`src/rtl/cdc_pkg.sv`:
```
// Shared types and defaults for the req/ack clock-crossing controller.
package cdc_pkg;

   typedef enum logic [2:0] {
      INIT    = 3'd0,
      IDLE    = 3'd1,
      WAIT_HI = 3'd2,
      WAIT_LO = 3'd3,
      ERR     = 3'd4
   } state_e;

   localparam int SYNC_STAGES = 3;
   localparam int DEF_DW      = 32;
   localparam int DEF_CNT_W   = 10;
   localparam int DEF_TIMEOUT = 1023;

endpackage

```
`src/rtl/sync3_sr.sv`:
```
// Multi-flop single-bit synchronizer with synchronous active-high reset.
module sync3_sr
   import cdc_pkg::*;
(
   input  logic clk_i,
   input  logic rst_i,
   input  logic d_i,
   output logic q_o
);

   logic [SYNC_STAGES-1:0] sync_q;

   always_ff @(posedge clk_i) begin
      if (rst_i) begin
         sync_q <= '0;
      end else begin
         sync_q <= {sync_q[SYNC_STAGES-2:0], d_i};
      end
   end

   assign q_o = sync_q[SYNC_STAGES-1];

endmodule

```
`src/rtl/cdc_req_ack_ctrl.sv`:
```
// Source-side 4-phase req/ack controller carrying one word per transaction
// into a foreign clock domain, with stuck-handshake timeout.
module cdc_req_ack_ctrl
   import cdc_pkg::*;
#(
   parameter int DW      = DEF_DW,
   parameter int CNT_W   = DEF_CNT_W,
   parameter int TIMEOUT = DEF_TIMEOUT
) (
   input  logic          clk,
   input  logic          reset,
   input  logic          in_valid,
   output logic          in_ready,
   input  logic [DW-1:0] in_data,
   output logic          xfer_req,
   output logic [DW-1:0] xfer_data,
   input  logic          xfer_ack_async,
   output logic          done,
   output logic          busy,
   output logic          err,
   input  logic          err_clr
);

   localparam logic [CNT_W-1:0] CNT_MAX   = '1;
   localparam logic [CNT_W-1:0] TMO_LAST  = CNT_W'(TIMEOUT - 1);
   localparam logic [CNT_W-1:0] INIT_WAIT = CNT_W'(SYNC_STAGES);

   state_e            state_q, state_d;
   logic [CNT_W-1:0]  cnt_q, cnt_d;
   logic [DW-1:0]     data_q, data_d;
   logic              req_q, req_d;
   logic              done_q, done_d;
   logic              err_q, err_d;
   logic              ack_s;
   logic              tmo;

   sync3_sr u_ack_sync (
      .clk_i (clk),
      .rst_i (reset),
      .d_i   (xfer_ack_async),
      .q_o   (ack_s)
   );

   assign tmo = (TIMEOUT != 0) && (cnt_q == TMO_LAST);

   always_comb begin
      state_d = state_q;
      req_d   = req_q;
      data_d  = data_q;
      done_d  = 1'b0;
      err_d   = err_q;
      unique case (state_q)
         INIT: begin
            if (cnt_q >= INIT_WAIT && !ack_s) state_d = IDLE;
         end
         IDLE: begin
            if (in_valid) begin
               state_d = WAIT_HI;
               req_d   = 1'b1;
               data_d  = in_data;
            end
         end
         WAIT_HI: begin
            if (ack_s) begin
               state_d = WAIT_LO;
               req_d   = 1'b0;
            end else if (tmo) begin
               state_d = ERR;
               req_d   = 1'b0;
               err_d   = 1'b1;
            end
         end
         WAIT_LO: begin
            if (!ack_s) begin
               state_d = IDLE;
               done_d  = 1'b1;
            end else if (tmo) begin
               state_d = ERR;
               err_d   = 1'b1;
            end
         end
         ERR: begin
            req_d = 1'b0;
            if (err_clr) begin
               state_d = INIT;
               err_d   = 1'b0;
            end
         end
         default: begin
            state_d = INIT;
            req_d   = 1'b0;
         end
      endcase
   end

   // INIT also counts so the synchronizer holds real samples before exit
   always_comb begin
      cnt_d = cnt_q;
      if (state_d != state_q) begin
         cnt_d = '0;
      end else if (state_q == IDLE || state_q == ERR) begin
         cnt_d = '0;
      end else if (cnt_q != CNT_MAX) begin
         cnt_d = cnt_q + 1'b1;
      end
   end

   always_ff @(posedge clk) begin
      if (reset) begin
         state_q <= INIT;
         cnt_q   <= '0;
         data_q  <= '0;
         req_q   <= 1'b0;
         done_q  <= 1'b0;
         err_q   <= 1'b0;
      end else begin
         state_q <= state_d;
         cnt_q   <= cnt_d;
         data_q  <= data_d;
         req_q   <= req_d;
         done_q  <= done_d;
         err_q   <= err_d;
      end
   end

   assign in_ready  = (state_q == IDLE);
   assign busy      = (state_q != IDLE);
   assign xfer_req  = req_q;
   assign xfer_data = data_q;
   assign done      = done_q;
   assign err       = err_q;

endmodule

```
`config.mk`:
```
export PLATFORM = sky130hd
export DESIGN_NAME = cdc_req_ack_ctrl
export DESIGN_NICKNAME = d
export VERILOG_FILES = /design/src/rtl/cdc_pkg.sv /design/src/rtl/sync3_sr.sv /design/src/rtl/cdc_req_ack_ctrl.sv
export SDC_FILE = /design/constraint.sdc
export NUM_CORES = 1
export LEC_CHECK = 0
export ABC_CLOCK_PERIOD_IN_PS = 1510
export CORE_MARGIN = 8
export CORE_UTILIZATION = 40
export DETAILED_ROUTE_END_ITERATION = 6
export PLACE_DENSITY = 0.76
export SLEW_MARGIN = 20
export SYNTH_ARGS = -nofsm -noshare
export SYNTH_HDL_FRONTEND = slang
export SYNTH_HIERARCHICAL = 1
export SYNTH_SLANG_ARGS = --single-unit
```
`constraint.sdc`:
```
create_clock -name clk -period 1.51 [get_ports clk]
set_input_delay 0.302 -clock clk [delete_from_list [all_inputs] [get_ports clk]]
set_output_delay 0.302 -clock clk [all_outputs]
set_load 0.02 [all_outputs]
```
==> summary.txt, run 1 <==
Post-layout instance area: 3350 um2
Synth unique cells: 38
Core Rows: 26
MaxCap Viol Count: 0
Prevailing post-synth register cell: dfxtp_1
CP top delay family: simple AND/OR/NAND/NOR gates
Clock skew: 6.66 ps
RSZ-0062 raised after global routing: yes
Die footprint: 7690 um2
DRC viols: 0
Placer Congestion: 0.815
Antenna violations before repair: 0
Commonest cells post-synth: 72 x nand2_1, 51 x dfxtp_1, 38 x a21oi_1, 15 x nor2_1
Worst path max stage delay: 410 ps
Crit path max fanout: 3
Final Setup Violations: 11
Crit start category: flop
Lkg Pwr: 1.36 nW
Cts bufs inserted: 5
Worst reg2reg startpoint: state_q[2]
CP endpoint kind: output pin
# hold bufs at CTS: 0
FF-to-FF setup slack: -40 ps
Failing checks: setup timing
H-Tree Depth: 2
CP Capture Point: in_ready
Worst-path clk slew: 90 ps
Final ANT Viol Nets: 0
Core area: 5040 um2
Fillers: 416
Buffers and inverters on the worst path: 2
Clock sinks: 51
Final Total Pwr: 0.00352 W
Final min period: 1560 ps
Worst vdd rail ir drop: 610 uV
DR vias/cell: 4.90
Worst skew pair latency: 310 ps
Layout area overhead: 62.8%
Setup ws final: -49.5 ps
Seq/Total Area, Yosys: 49.6%
Average wire per standard cell: 14.2 um
Largest net degree at the start of global routing: 42
DRT Pass-1 Iters: 4
Syn avg cell area: 8.10 um2
Final Max Tran Viols: 0
Io pins: 74
Synth top area share: 49.6%
Worst slew margin: 63.8%
DP HPWL: 3990 um
Initial Utilization: 40.8%
Synthesized area: 2060 um2
Net Count, Synth: 293
Root Driver: clkbuf_8
Final Net Count: 392
Part of the cycle the worst path needs: 103%
DR vias: 2079
Post-synth EDFFs: 0
WHS Path Cells: 1
WS Path Type: reg2out
Final Hold Vio Count: 0
First-pass GRT wire length: 9200 um
Final core utilization: 66.4%
Critical Path, Cell by Cell: or3_4, inv_4, buf_4
Die Span Y: 87.7 um
Crit path required time: 1210 ps
Clk buf depth: 2
Post-Place Cell Area: 3040 um2
CP max-delay cell: or3_4
Reg2reg end: cnt_q[9]
P per Cell Area: 1050 nW/um2
Async set-reset flop share out of synthesis: 0%
Die Width: 87.7 um
Achievable Freq: 0.641 GHz
Hold WC Path Type: reg2reg
CP startpoint: state_q[2]
Cell count after synthesis: 254
Yosys warns: 6
Number of global-route vias before repair: 2027
Hold slack: 445 ps
Largest area contributor in the netlist: dfxtp_1
Flip-flop and latch count after synthesis: 51
Synth top area cells: dfxtp_1 50%, nand2_1 13%, a21oi_1 9.2%
Layout cell share with drive strength beyond 1: 27.1%
Overflow left after global routing: 0
DRT iter0 DRCs: 106
CTS tree: yes
Status: complete, but fails checks
Ant. Diodes: 0
Worst path depth: 3
Worst Tran Pin Value: 542 ps
Length in cells of the worst reg-to-reg path: 8
GR Util All Layers: 15.1%
I/O Buffers: 73
Routed WL: 6010 um
Count leader, synth: nand2_1
Data arrival, critical path: 1260 ps
layout make-up:
class                      count  area, um2  area share [%]
multi-input combinational    183       1120            33.6
inverter                       8       32.5           0.972
timing repair buffer         104        976            29.1
clock buffer                   6       82.6            2.47
clock inverter                 2       13.8           0.411
tap                           70       87.6            2.62
sequential                    51       1030            30.8
how the worst min path moves through the flow:
stage	to	startpoint	slack, ps
floorplan	u_ack_sync/sync_q[0]	reset	370
global placement	u_ack_sync/sync_q[2]	u_ack_sync/sync_q[1]	430
detailed placement	u_ack_sync/sync_q[2]	u_ack_sync/sync_q[1]	430
CTS	u_ack_sync/sync_q[2]	u_ack_sync/sync_q[1]	450
global route	u_ack_sync/sync_q[2]	u_ack_sync/sync_q[1]	460
finish	u_ack_sync/sync_q[2]	u_ack_sync/sync_q[1]	440
per-stage QoR:
step	setup WS [ps]	setup TNS [ps]	cells
global placement	-184	-3060	409
CTS	-55.9	-103	421
floorplan	-36.7	-306	254
detailed placement	-221	-3920	409
finish	-49.5	-318	424
global route	-99.6	-2670	424
metal layers:
metal | GRT usage [%] | wire length (um) | vias up
met4 | 3.75 | 49 | 0
met5 | 0 | 0 | -
met3 | 8.54 | 578 | 5
met1 | 15.9 | 2370 | 969
met2 | 25.5 | 3010 | 56
li1 | - | - | 1049
cell families (layout without fill, tap and decap cells):
logic type | Yosys count | after routing | share of synthesized area [%]
flip-flops | 51 | 51 | 49.6
AO/OA/AOI/OAI | 54 | 54 | 15.8
AND/OR/NAND/NOR | 120 | 120 | 26.4
adder cells (fa/ha/maj) | 3 | 3 | 1.70
buffers and inverters | 20 | 120 | 3.89
XOR/XNOR | 6 | 6 | 2.55
placed cells by master, fill, tap and decap left out, types with 3 or more instances in the layout:
master | netlist | final
nor2b_1 | 5 | 4
nor2_1 | 15 | 9
dfxtp_2 | 0 | 9
clkdlybuf4s50_1 | 0 | 36
a21oi_1 | 38 | 21
clkbuf_8 | 0 | 6
nor2_2 | 0 | 5
inv_1 | 7 | 5
a21oi_2 | 0 | 17
buf_6 | 0 | 5
a31oi_1 | 3 | 3
nand3_1 | 7 | 6
nand2_1 | 72 | 71
o21ai_0 | 3 | 3
dfxtp_1 | 51 | 42
dlygate4sd2_1 | 0 | 35
buf_4 | 0 | 25
xor2_1 | 4 | 4
flip-flops by register name, indices dropped and copies added, names as in the netlist:
signal,cells
state_q,3
err,1
xfer_data,32
u_ack_sync/sync_q,3
cnt_q,10
xfer_req,1
done,1
where the power goes:
part	internal, W	switching (W)
Combinational	0.000589	0.000575
Clock	0.000375	0.000462
Sequential	0.00145	0.0000637
Total	0.00242	0.00110
what timing repair did:
item,CTS,global route
cloned,0,1
pin swaps,6,6
gates resized for setup,68,29
setup endpoints to repair,72,48
setup buffers,4,2
(Power assumes the default switching activity.)
==> inputs of run 2 (changes only) <==
--- a/config.mk
+++ b/config.mk
@@ -9,6 +9,7 @@
 export CORE_MARGIN = 8
 export CORE_UTILIZATION = 40
 export DETAILED_ROUTE_END_ITERATION = 6
+export GPL_TIMING_DRIVEN = 0
 export PLACE_DENSITY = 0.76
 export SLEW_MARGIN = 20
 export SYNTH_ARGS = -nofsm -noshare
==> run 2 against run 1 <==
Effect of this change: the flow still finishes with violations (setup timing); cell area is 3.4% lower; final cell count shrank 3.1%; setup slack worse by 61 ps; global-route usage decreased by 0.30 points; non-clock buffer count decreased by 12; first-iteration DRC count shrank 31%; clock skew shrank 2.7 ps; fmax is 3.8% lower; critical path type unchanged.
==> summary.txt, run 2 (same netlist as run 1, synthesis figures left out) <==
Status: complete, but fails checks
Failing checks: setup timing
Final Instance Count excl. Fillers: 411 (-3.1%)
CP endpoint kind: output pin
Layout cell share with drive strength beyond 1: 21.1% (-6.0 points)
MaxCap Viol Count: 0 (unchanged)
Fillers: 431 (+3.6%)
Post-layout instance area: 3230 um2 (-3.4%)
Core Rows: 26 (unchanged)
I/O Buffers: 73 (unchanged)
First-pass GRT wire length: 9080 um (-1.3%)
Largest net degree at the start of global routing: 16 (-62%)
Worst skew pair latency: 300 ps (about the same)
Lkg Pwr: 1.32 nW (-2.8%)
Antenna violations before repair: 0 (unchanged)
Hold WC Path Type: reg2reg
Placer Congestion: 0.828 (+1.5%)
Cts bufs inserted: 5 (unchanged)
Die Span Y: 87.7 um (unchanged)
DR vias: 2016 (-3.0%)
DR vias/cell: 4.91 (about the same)
Data arrival, critical path: 1320 ps (+60 ps)
Achievable Freq: 0.617 GHz (-3.8%)
Die Width: 87.7 um (unchanged)
H-Tree Depth: 2 (unchanged)
RSZ-0062 raised after global routing: yes
Clock skew: 3.97 ps (-2.69 ps)
Average wire per standard cell: 14.3 um (+0.88%)
Root Driver: clkbuf_8
P per Cell Area: 1070 nW/um2 (+1.6%)
Layout area overhead: 57.2%
Reg2reg end: cnt_q[2]
Clock sinks: 51 (unchanged)
Final Net Count: 380 (-3.1%)
Clk buf depth: 2 (unchanged)
Crit path required time: 1210 ps (about the same)
Core area: 5040 um2 (unchanged)
FF-to-FF setup slack: -90 ps (-50 ps)
DRT iter0 DRCs: 73 (-31%)
Final Setup Violations: 12 (+1)
Fin Setup TNS: -977 ps (-660 ps)
Final ANT Viol Nets: 0 (unchanged)
DRC viols: 0 (unchanged)
DRT Pass-1 Iters: 4 (unchanged)
Final core utilization: 64.1% (-2.3 points)
Max reg flops: 32 (unchanged)
Die footprint: 7690 um2 (unchanged)
Worst-path clk slew: 90 ps (about the same)
GR Util All Layers: 14.8% (-0.30 points)
Routed WL: 5870 um (-2.2%)
Worst vdd rail ir drop: 531 uV (-13%)
Worst slew margin: 70.7% (+6.9 points)
Initial Utilization: 40.8% (unchanged)
Part of the cycle the worst path needs: 107% (+4.0 points)
Crit start category: flop
Crit path max fanout: 4 (+1)
DP HPWL: 3980 um (-0.19%)
Ant. Diodes: 0 (unchanged)
Final Hold Vio Count: 0 (unchanged)
CP startpoint: state_q[0]
Number of global-route vias before repair: 2014 (-0.64%)
WS Path Type: reg2out
Setup ws final: -110 ps (-60.8 ps)
Worst reg2reg startpoint: state_q[0]
Final min period: 1620 ps (+60.8 ps)
Length in cells of the worst reg-to-reg path: 8 (unchanged)
Most common cell after layout, fill and taps aside: nand2_1
Post-Place Cell Area: 2880 um2 (-5.2%)
CTS tree: yes
Worst Tran Pin Value: 436 ps (-107 ps)
Placed Cells: 397 (-2.9%)
Final Max Tran Viols: 0 (unchanged)
Commonest non-fill, non-tap cells in the layout: 70 x nand2_1, 41 x dfxtp_1, 35 x clkdlybuf4s50_1, 35 x dlygate4sd2_1, 34 x a21oi_1
CP Capture Point: in_ready
Io pins: 74 (unchanged)
Overflow left after global routing: 0 (unchanged)
[run 2: how the worst min path moves through the flow]
stage	end	startpoint	depth (start not counted)	slack, ps
2_1_floorplan	u_ack_sync/sync_q[0]	reset	1	370
3_3_place_gp	u_ack_sync/sync_q[2]	u_ack_sync/sync_q[1]	1	430
3_5_place_dp	u_ack_sync/sync_q[1]	u_ack_sync/sync_q[0]	1	430
4_1_cts	xfer_data[11]	xfer_data[11]	2	460
5_1_grt	xfer_data[19]	xfer_data[19]	2	470
6_report	u_ack_sync/sync_q[2]	u_ack_sync/sync_q[1]	1	450
[run 2: critical path, stage by stage, from the launching register on]
cell     delay (ps)
dfxtp_2         360
inv_2            50
or3_4           410
inv_4            90
buf_6           110
[run 2: cell type report]
cell class,instances,area [um2],share of cell area [%]
inverter,8,35.0,1.08
multi-input combinational,183,1110,34.4
tap,70,87.6,2.71
timing repair buffer,80,761,23.5
clock buffer,6,82.6,2.55
sequential,51,1050,32.3
buffer,12,100,3.09
clock inverter,1,8.76,0.271
[run 2: what timing repair did]
item	4_1_cts	5_1_grt
hold buffers	0	0
endpoints found under the hold margin	0	0
setup endpoints to repair	82	47
buffers inserted	5	2
resized for setup	72	53
pin swaps	5	6
[run 2: stage by stage]
step | setup slack, ps | power, W | hold slack (ps)
4_1_cts | -76.8 | 0.00329 | 456
6_report | -110 | 0.00345 | 452
3_5_place_dp | -475 | 0.00239 | 431
3_3_place_gp | -436 | 0.00238 | 426
2_1_floorplan | -36.7 | 0.00205 | 374
5_1_grt | -150 | 0.00363 | 471
[run 2: per-layer routing]
layer	GRT usage [%]	wire, um	vias up
met5	0	0	-
met4	5.63	93	0
met3	7.13	525	10
met2	24.1	2820	51
met1	16.3	2440	930
li1	-	-	1025
[run 2: where the power goes]
| group | internal, W | leakage [nW] | switching, W |
|---|---|---|---|
| logic | 0.000522 | 0.856 | 0.000556 |
| registers | 0.00146 | 0.418 | 0.0000993 |
| clock network | 0.000370 | 0.0477 | 0.000448 |
| total | 0.00235 | 1.32 | 0.00110 |
